`src/rtl/clk_meter_pkg.sv`:
```
// Shared types and helpers for the clock frequency meter and camera-domain input conditioning.
package clk_meter_pkg;

    typedef enum logic [1:0] {
        IDLE    = 2'd0,
        MEASURE = 2'd1,
        REPORT  = 2'd2
    } meter_state_e;

    localparam int unsigned SYNC_STAGES = 2;

    typedef struct packed {
        logic signed [31:0] lo;
        logic signed [31:0] hi;
    } range_bounds_t;

    // Acceptance window around the expected count; a negative lower bound clamps to zero.
    function automatic range_bounds_t calc_bounds(input int exp_count, input int tol);
        range_bounds_t b;
        b.lo = 32'(exp_count - tol);
        if (b.lo < 0) begin
            b.lo = '0;
        end
        b.hi = 32'(exp_count + tol);
        return b;
    endfunction

endpackage

```
`src/rtl/sync_edge_det.sv`:
```
// Synchronizes an asynchronous input and flags its rising edges in the clk domain.
module sync_edge_det
    import clk_meter_pkg::*;
(
    input  logic clk,
    input  logic rst,
    input  logic din,
    output logic rise_c
);

    logic [SYNC_STAGES-1:0] sync_q;
    logic                   hist_q;

    // Synchronizer chain plus one history flop for edge detection; runs continuously.
    always_ff @(posedge clk or posedge rst) begin
        if (rst) begin
            sync_q <= '0;
            hist_q <= 1'b0;
        end else begin
            sync_q <= {sync_q[SYNC_STAGES-2:0], din};
            hist_q <= sync_q[SYNC_STAGES-1];
        end
    end

    assign rise_c = sync_q[SYNC_STAGES-1] & ~hist_q;

endmodule

```
`src/rtl/clk_freq_meter.sv`:
```
// Counts rising edges of meas_clk over a fixed CLKIN_100M gate window and range-checks the result.
// Optional macro CLK_FREQ_METER_CONT_EN: back-to-back windows after the first start.
module clk_freq_meter
    import clk_meter_pkg::*;
#(
    parameter int unsigned GATE_CYCLES = 1000,
    parameter int unsigned CNT_W       = 16,
    parameter int unsigned EXP_COUNT   = 240,
    parameter int unsigned TOL         = 2
) (
    input  logic             CLKIN_100M,
    input  logic             rst,
    input  logic             meas_clk,
    input  logic             start,
    output logic             busy,
    output logic             done,
    output logic [CNT_W-1:0] count,
    output logic             in_range
);

    localparam int unsigned GATE_W = $clog2(GATE_CYCLES + 1);
    localparam int unsigned CMP_W  = CNT_W + 2;

    localparam logic [GATE_W-1:0]       GATE_LOAD = GATE_W'(GATE_CYCLES - 1);
    localparam logic [CNT_W-1:0]        CNT_MAX   = '1;
    localparam range_bounds_t           BOUNDS    = calc_bounds(int'(EXP_COUNT), int'(TOL));
    localparam logic signed [CMP_W-1:0] LO_BOUND  = CMP_W'(BOUNDS.lo);
    localparam logic signed [CMP_W-1:0] HI_BOUND  = CMP_W'(BOUNDS.hi);

    meter_state_e state_q, state_d;
    logic [GATE_W-1:0] gate_q, gate_d;
    logic [CNT_W-1:0]  edge_cnt_q, edge_cnt_d;
    logic [CNT_W-1:0]  count_d;
    logic              busy_d, done_d, in_range_d;
    logic              meas_rise_c;
    logic [CNT_W-1:0]  cnt_inc_c;
    logic signed [CMP_W-1:0] cnt_s_c;

    sync_edge_det u_sync_edge_det (
        .clk    (CLKIN_100M),
        .rst    (rst),
        .din    (meas_clk),
        .rise_c (meas_rise_c)
    );

    // State, counters and registered outputs.
    always_ff @(posedge CLKIN_100M or posedge rst) begin
        if (rst) begin
            state_q    <= IDLE;
            gate_q     <= '0;
            edge_cnt_q <= '0;
            busy       <= 1'b0;
            done       <= 1'b0;
            count      <= '0;
            in_range   <= 1'b0;
        end else begin
            state_q    <= state_d;
            gate_q     <= gate_d;
            edge_cnt_q <= edge_cnt_d;
            busy       <= busy_d;
            done       <= done_d;
            count      <= count_d;
            in_range   <= in_range_d;
        end
    end

    // Next-state, counter update and result capture; outputs land with the transition into REPORT.
    always_comb begin
        state_d    = state_q;
        gate_d     = gate_q;
        edge_cnt_d = edge_cnt_q;
        count_d    = count;
        in_range_d = in_range;
        busy_d     = 1'b0;
        done_d     = 1'b0;
        cnt_inc_c  = (meas_rise_c && (edge_cnt_q != CNT_MAX)) ? edge_cnt_q + 1'b1 : edge_cnt_q;
        cnt_s_c    = $signed({2'b00, cnt_inc_c});

        case (state_q)
            IDLE: begin
                if (start) begin
                    state_d    = MEASURE;
                    gate_d     = GATE_LOAD;
                    edge_cnt_d = '0;
                    busy_d     = 1'b1;
                end
            end
            MEASURE: begin
                busy_d     = 1'b1;
                edge_cnt_d = cnt_inc_c;
                if (gate_q == '0) begin
                    state_d    = REPORT;
                    busy_d     = 1'b0;
                    done_d     = 1'b1;
                    count_d    = cnt_inc_c;
                    in_range_d = (cnt_s_c >= LO_BOUND) && (cnt_s_c <= HI_BOUND);
                end else begin
                    gate_d = gate_q - 1'b1;
                end
            end
            REPORT: begin
`ifdef CLK_FREQ_METER_CONT_EN
                state_d    = MEASURE;
                gate_d     = GATE_LOAD;
                edge_cnt_d = '0;
                busy_d     = 1'b1;
`else
                state_d    = IDLE;
`endif
            end
            default: begin
                state_d = IDLE;
            end
        endcase
    end

endmodule

```
`config.mk`:
```
export PLATFORM = sky130hd
export DESIGN_NAME = clk_freq_meter
export DESIGN_NICKNAME = d
export VERILOG_FILES = /design/src/rtl/clk_meter_pkg.sv /design/src/rtl/sync_edge_det.sv /design/src/rtl/clk_freq_meter.sv
export SDC_FILE = /design/constraint.sdc
export NUM_CORES = 1
export LEC_CHECK = 0
export ABC_AREA = 1
export BUFFER_PORTS_ARGS = -buffer_cell sky130_fd_sc_hd__buf_2
export CAP_MARGIN = 20
export CORE_MARGIN = 5
export CORE_UTILIZATION = 46
export DETAILED_ROUTE_END_ITERATION = 16
export GPL_TIMING_DRIVEN = 0
export PLACE_DENSITY = 0.62
export SETUP_SLACK_MARGIN = 0.1
export SLEW_MARGIN = 20
export SYNTH_ARGS = -nofsm -noshare
export SYNTH_HDL_FRONTEND = slang
export SYNTH_SLANG_ARGS = --single-unit
```
`constraint.sdc`:
```
create_clock -name CLKIN_100M -period 2.53 [get_ports CLKIN_100M]
set_input_delay 0.253 -clock CLKIN_100M [delete_from_list [all_inputs] [get_ports CLKIN_100M]]
set_output_delay 0.253 -clock CLKIN_100M [all_outputs]
set_load 0.05 [all_outputs]
```
==> results.cfg <==
[finish]
area_growth_pct = 12.6
drive_above_1_share_pct = 13.1
nets = 381
final_util_pct = 53.7
antenna_cells = 0

[critical_path]
path_class = register to register
critPathMaxFanout = 10
crit_required_ns = 2.76
end_kind = register
startpoint_type = register
critPathArrivalTime_ns = 2.40

[run_status]
outcome = finished, violations left
violations = hold timing

[global_routing]
antenna_found_initial = 0
grt_pass1_wl_mm = 10.4
grt_max_degree = 27
grtUsageTotal_pct = 17.8
grt_pass1_vias = 2211
grt-ovfl-total = 0

[clocking]
clock_latency_ns = 0.30
ctsHoldBuffers = 0
cts_tree = yes
ctsHtreeMaxLevel = 2
cts.sinks = 50
cts_max_path_buffers = 2
path_clk_slew_ns = 0.08
cts_buffers = 5
clock-root-buffer = clkbuf_8

[power]
total_power_mw = 2.20
power.leakage_nw = 1.42
ir_drop_mv = 0.370
powerDensity_nw_per_um2 = 740

[sta]
finalMaxSlewViolations = 0
worstMarginPinSlew_ns = 0.565
final-setup-viol-count = 0
period_share_pct = 85.6
skew_ns = 0.00668
post-route-min-period_ns = 2.17
rsz0062_at_grt = false
fin_setup_tns_ns = 0
timing.hold.ws_ns = -0.00482
worst_slack_ns = 0.365
max-slew-margin-rel_pct = 62.3
max_freq_mhz = 462
finalHoldViolCount = 20

[yosys]
synth_adder_area_share_pct = 0.947
synthSimpleGateAreaFrac_pct = 32.8
synth_cell_types = 28
netlist_instances = 345
ys_ff_latch = 50
muxShareOfSynthArea_pct = 0
syn-cell-area_sq_um = 2640
syn_avg_cell_area_sq_um = 7.66
yosys_warnings = 0
synth_top_family_by_area = simple AND/OR/NAND/NOR gates
syn_nets = 351
synth_xor_area_share_pct = 1.33
yosysSeqAreaShare_pct = 47.3
synth_compound_gate_area_share_pct = 10.0

[floorplan]
core_area_sq_um = 5540
ios = 23
start_util_pct = 47.7
die_area_sq_um = 7360
fp.dieW_um = 85.8
die_h_um = 85.8
rows = 27

[placed_design]
dpl.hpwl_mm = 4.57
gp_congestion = 0.852
io_buffers = 22
post-place-ws_ns = 0.349

[routing]
drtAntennaViolNets = 0
wl_mm = 5.88
post_drt_via_cell_ratio = 5.02
vias = 2244
route.detailed.drc = 0
post_drt_wl_per_cell_um = 13.2
drtPass1Iterations = 4
drt-initial-drc-count = 139

[worst_hold_path]
holdCritPathClass = primary input to asynchronous set/reset pin

[run]
maxCapViolCount = 0
[stage by stage]
step	cells	area, sq um
floorplan	345	2640
global placement	439	2840
detailed placement	440	2860
CTS	447	2980
global route	447	2980
finish	447	2980
[path summary, 6_finish.rpt]
check                                             to                       from  slack, ns  depth (start not counted)
min in group CLKIN_100M    u_sync_edge_det.sync_q[0]                   meas_clk       0.06                          1
max                                         in_range              edge_cnt_q[0]       0.36                         13
min reg2reg                u_sync_edge_det.sync_q[1]  u_sync_edge_det.sync_q[0]       0.36                          0
max in group asynchronous              edge_cnt_q[8]                        rst       2.00                          3
max reg2reg                                 in_range              edge_cnt_q[0]       0.36                         13
min                                         count[2]                        rst     -0.005                          2
[Yosys cell counts]
master | number | area share (%)
nand4_1 | 8 | 1.9
o21bai_2 | 1 | 0.43
clkbuf_1 | 5 | 0.71
nor2_1 | 27 | 3.8
nor3b_1 | 2 | 0.57
o22ai_1 | 12 | 2.8
clkinv_1 | 1 | 0.14
ha_1 | 2 | 0.95
o211ai_1 | 1 | 0.28
nor2_4 | 4 | 1.7
nand2_4 | 2 | 0.85
nor3_1 | 6 | 1.1
nand2_1 | 111 | 16
inv_1 | 43 | 6.1
dfrtp_1 | 50 | 47
o21ai_0 | 26 | 4.9
a31oi_1 | 1 | 0.24
and2_1 | 2 | 0.47
o21ai_4 | 1 | 0.62
buf_2 | 1 | 0.19
a21oi_1 | 2 | 0.38
xor2_1 | 4 | 1.3
o21ai_2 | 1 | 0.33
nor2_2 | 2 | 0.47
buf_6 | 1 | 0.43
nand2_2 | 3 | 0.71
nand3_1 | 25 | 4.7
nor3_4 | 1 | 0.62
[routing by layer]
layer  share of wire, %  global-route usage [%]
met2                 45                    28.2
met4                1.4                    4.32
met1                 51                    25.4
met3                3.1                    2.98
met5                  0                       0
[cells in the final DEF, fill, tap and decap left out, drive strengths merged, types with 2 or more instances in the layout]
cell type and instances:
nand2 116, dfrtp 50, inv 43, nor2 33, o21ai 28, nand3 25, buf 25, o22ai 12
clkbuf 11, nand4 8, nor3 7, xor2 4, and2 2, a21oi 2, nor3b 2, ha 2
[state kept, by name, indices dropped and copies added, names as in the netlist, 2 cells and up]
name,count
edge_cnt_q,16
state_q,2
count,16
u_sync_edge_det.sync_q,2
gate_q,10
[cells by family (layout without fill, tap and decap cells)]
family	after synthesis	in the layout
AOI/OAI and AO/OA	45	45
and+or+nand+nor	193	193
buffers and inverters	51	81
adders and majority gates	2	2
DFF	50	50
xor gates and xnor gates	4	4
[power breakdown]
part | total [mW] | switching (mW) | internal [mW]
logic | 0.574 | 0.379 | 0.195
registers | 1.05 | 0.129 | 0.926
clock network | 0.574 | 0.258 | 0.317
total | 2.20 | 0.765 | 1.44
[what timing repair did]
action | CTS | global route
endpoints found under the setup margin | 0 | 1
buffers inserted | 0 | 0
gates resized for setup | 0 | 1
[critical path, stage by stage, from the launching register on]
cell and delay [ns]:
dfrtp_2 0.46, ha_1 0.27, inv_1 0.11, nor2_4 0.06, nand2_4 0.10, nor2_4 0.05, nor2_2 0.22, buf_6 0.19
nand2_1 0.07, nand2_2 0.07, nand3_1 0.07, nor2_1 0.17, nand3_1 0.12, o21bai_2 0.13
[final cells by class]
| cell class | count | area [sq um] |
|---|---|---|
| Sequential cell | 50 | 1250 |
| Clock inverter | 1 | 30.0 |
| Fill cell | 557 | 2560 |
| Tap cell | 72 | 90.1 |
| Multi-Input combinational cell | 244 | 1190 |
| Buffer | 7 | 35.0 |
| Inverter | 44 | 165 |
| Clock buffer | 6 | 82.6 |
| Timing Repair Buffer | 23 | 130 |
Power figures use the tool's default switching activity.
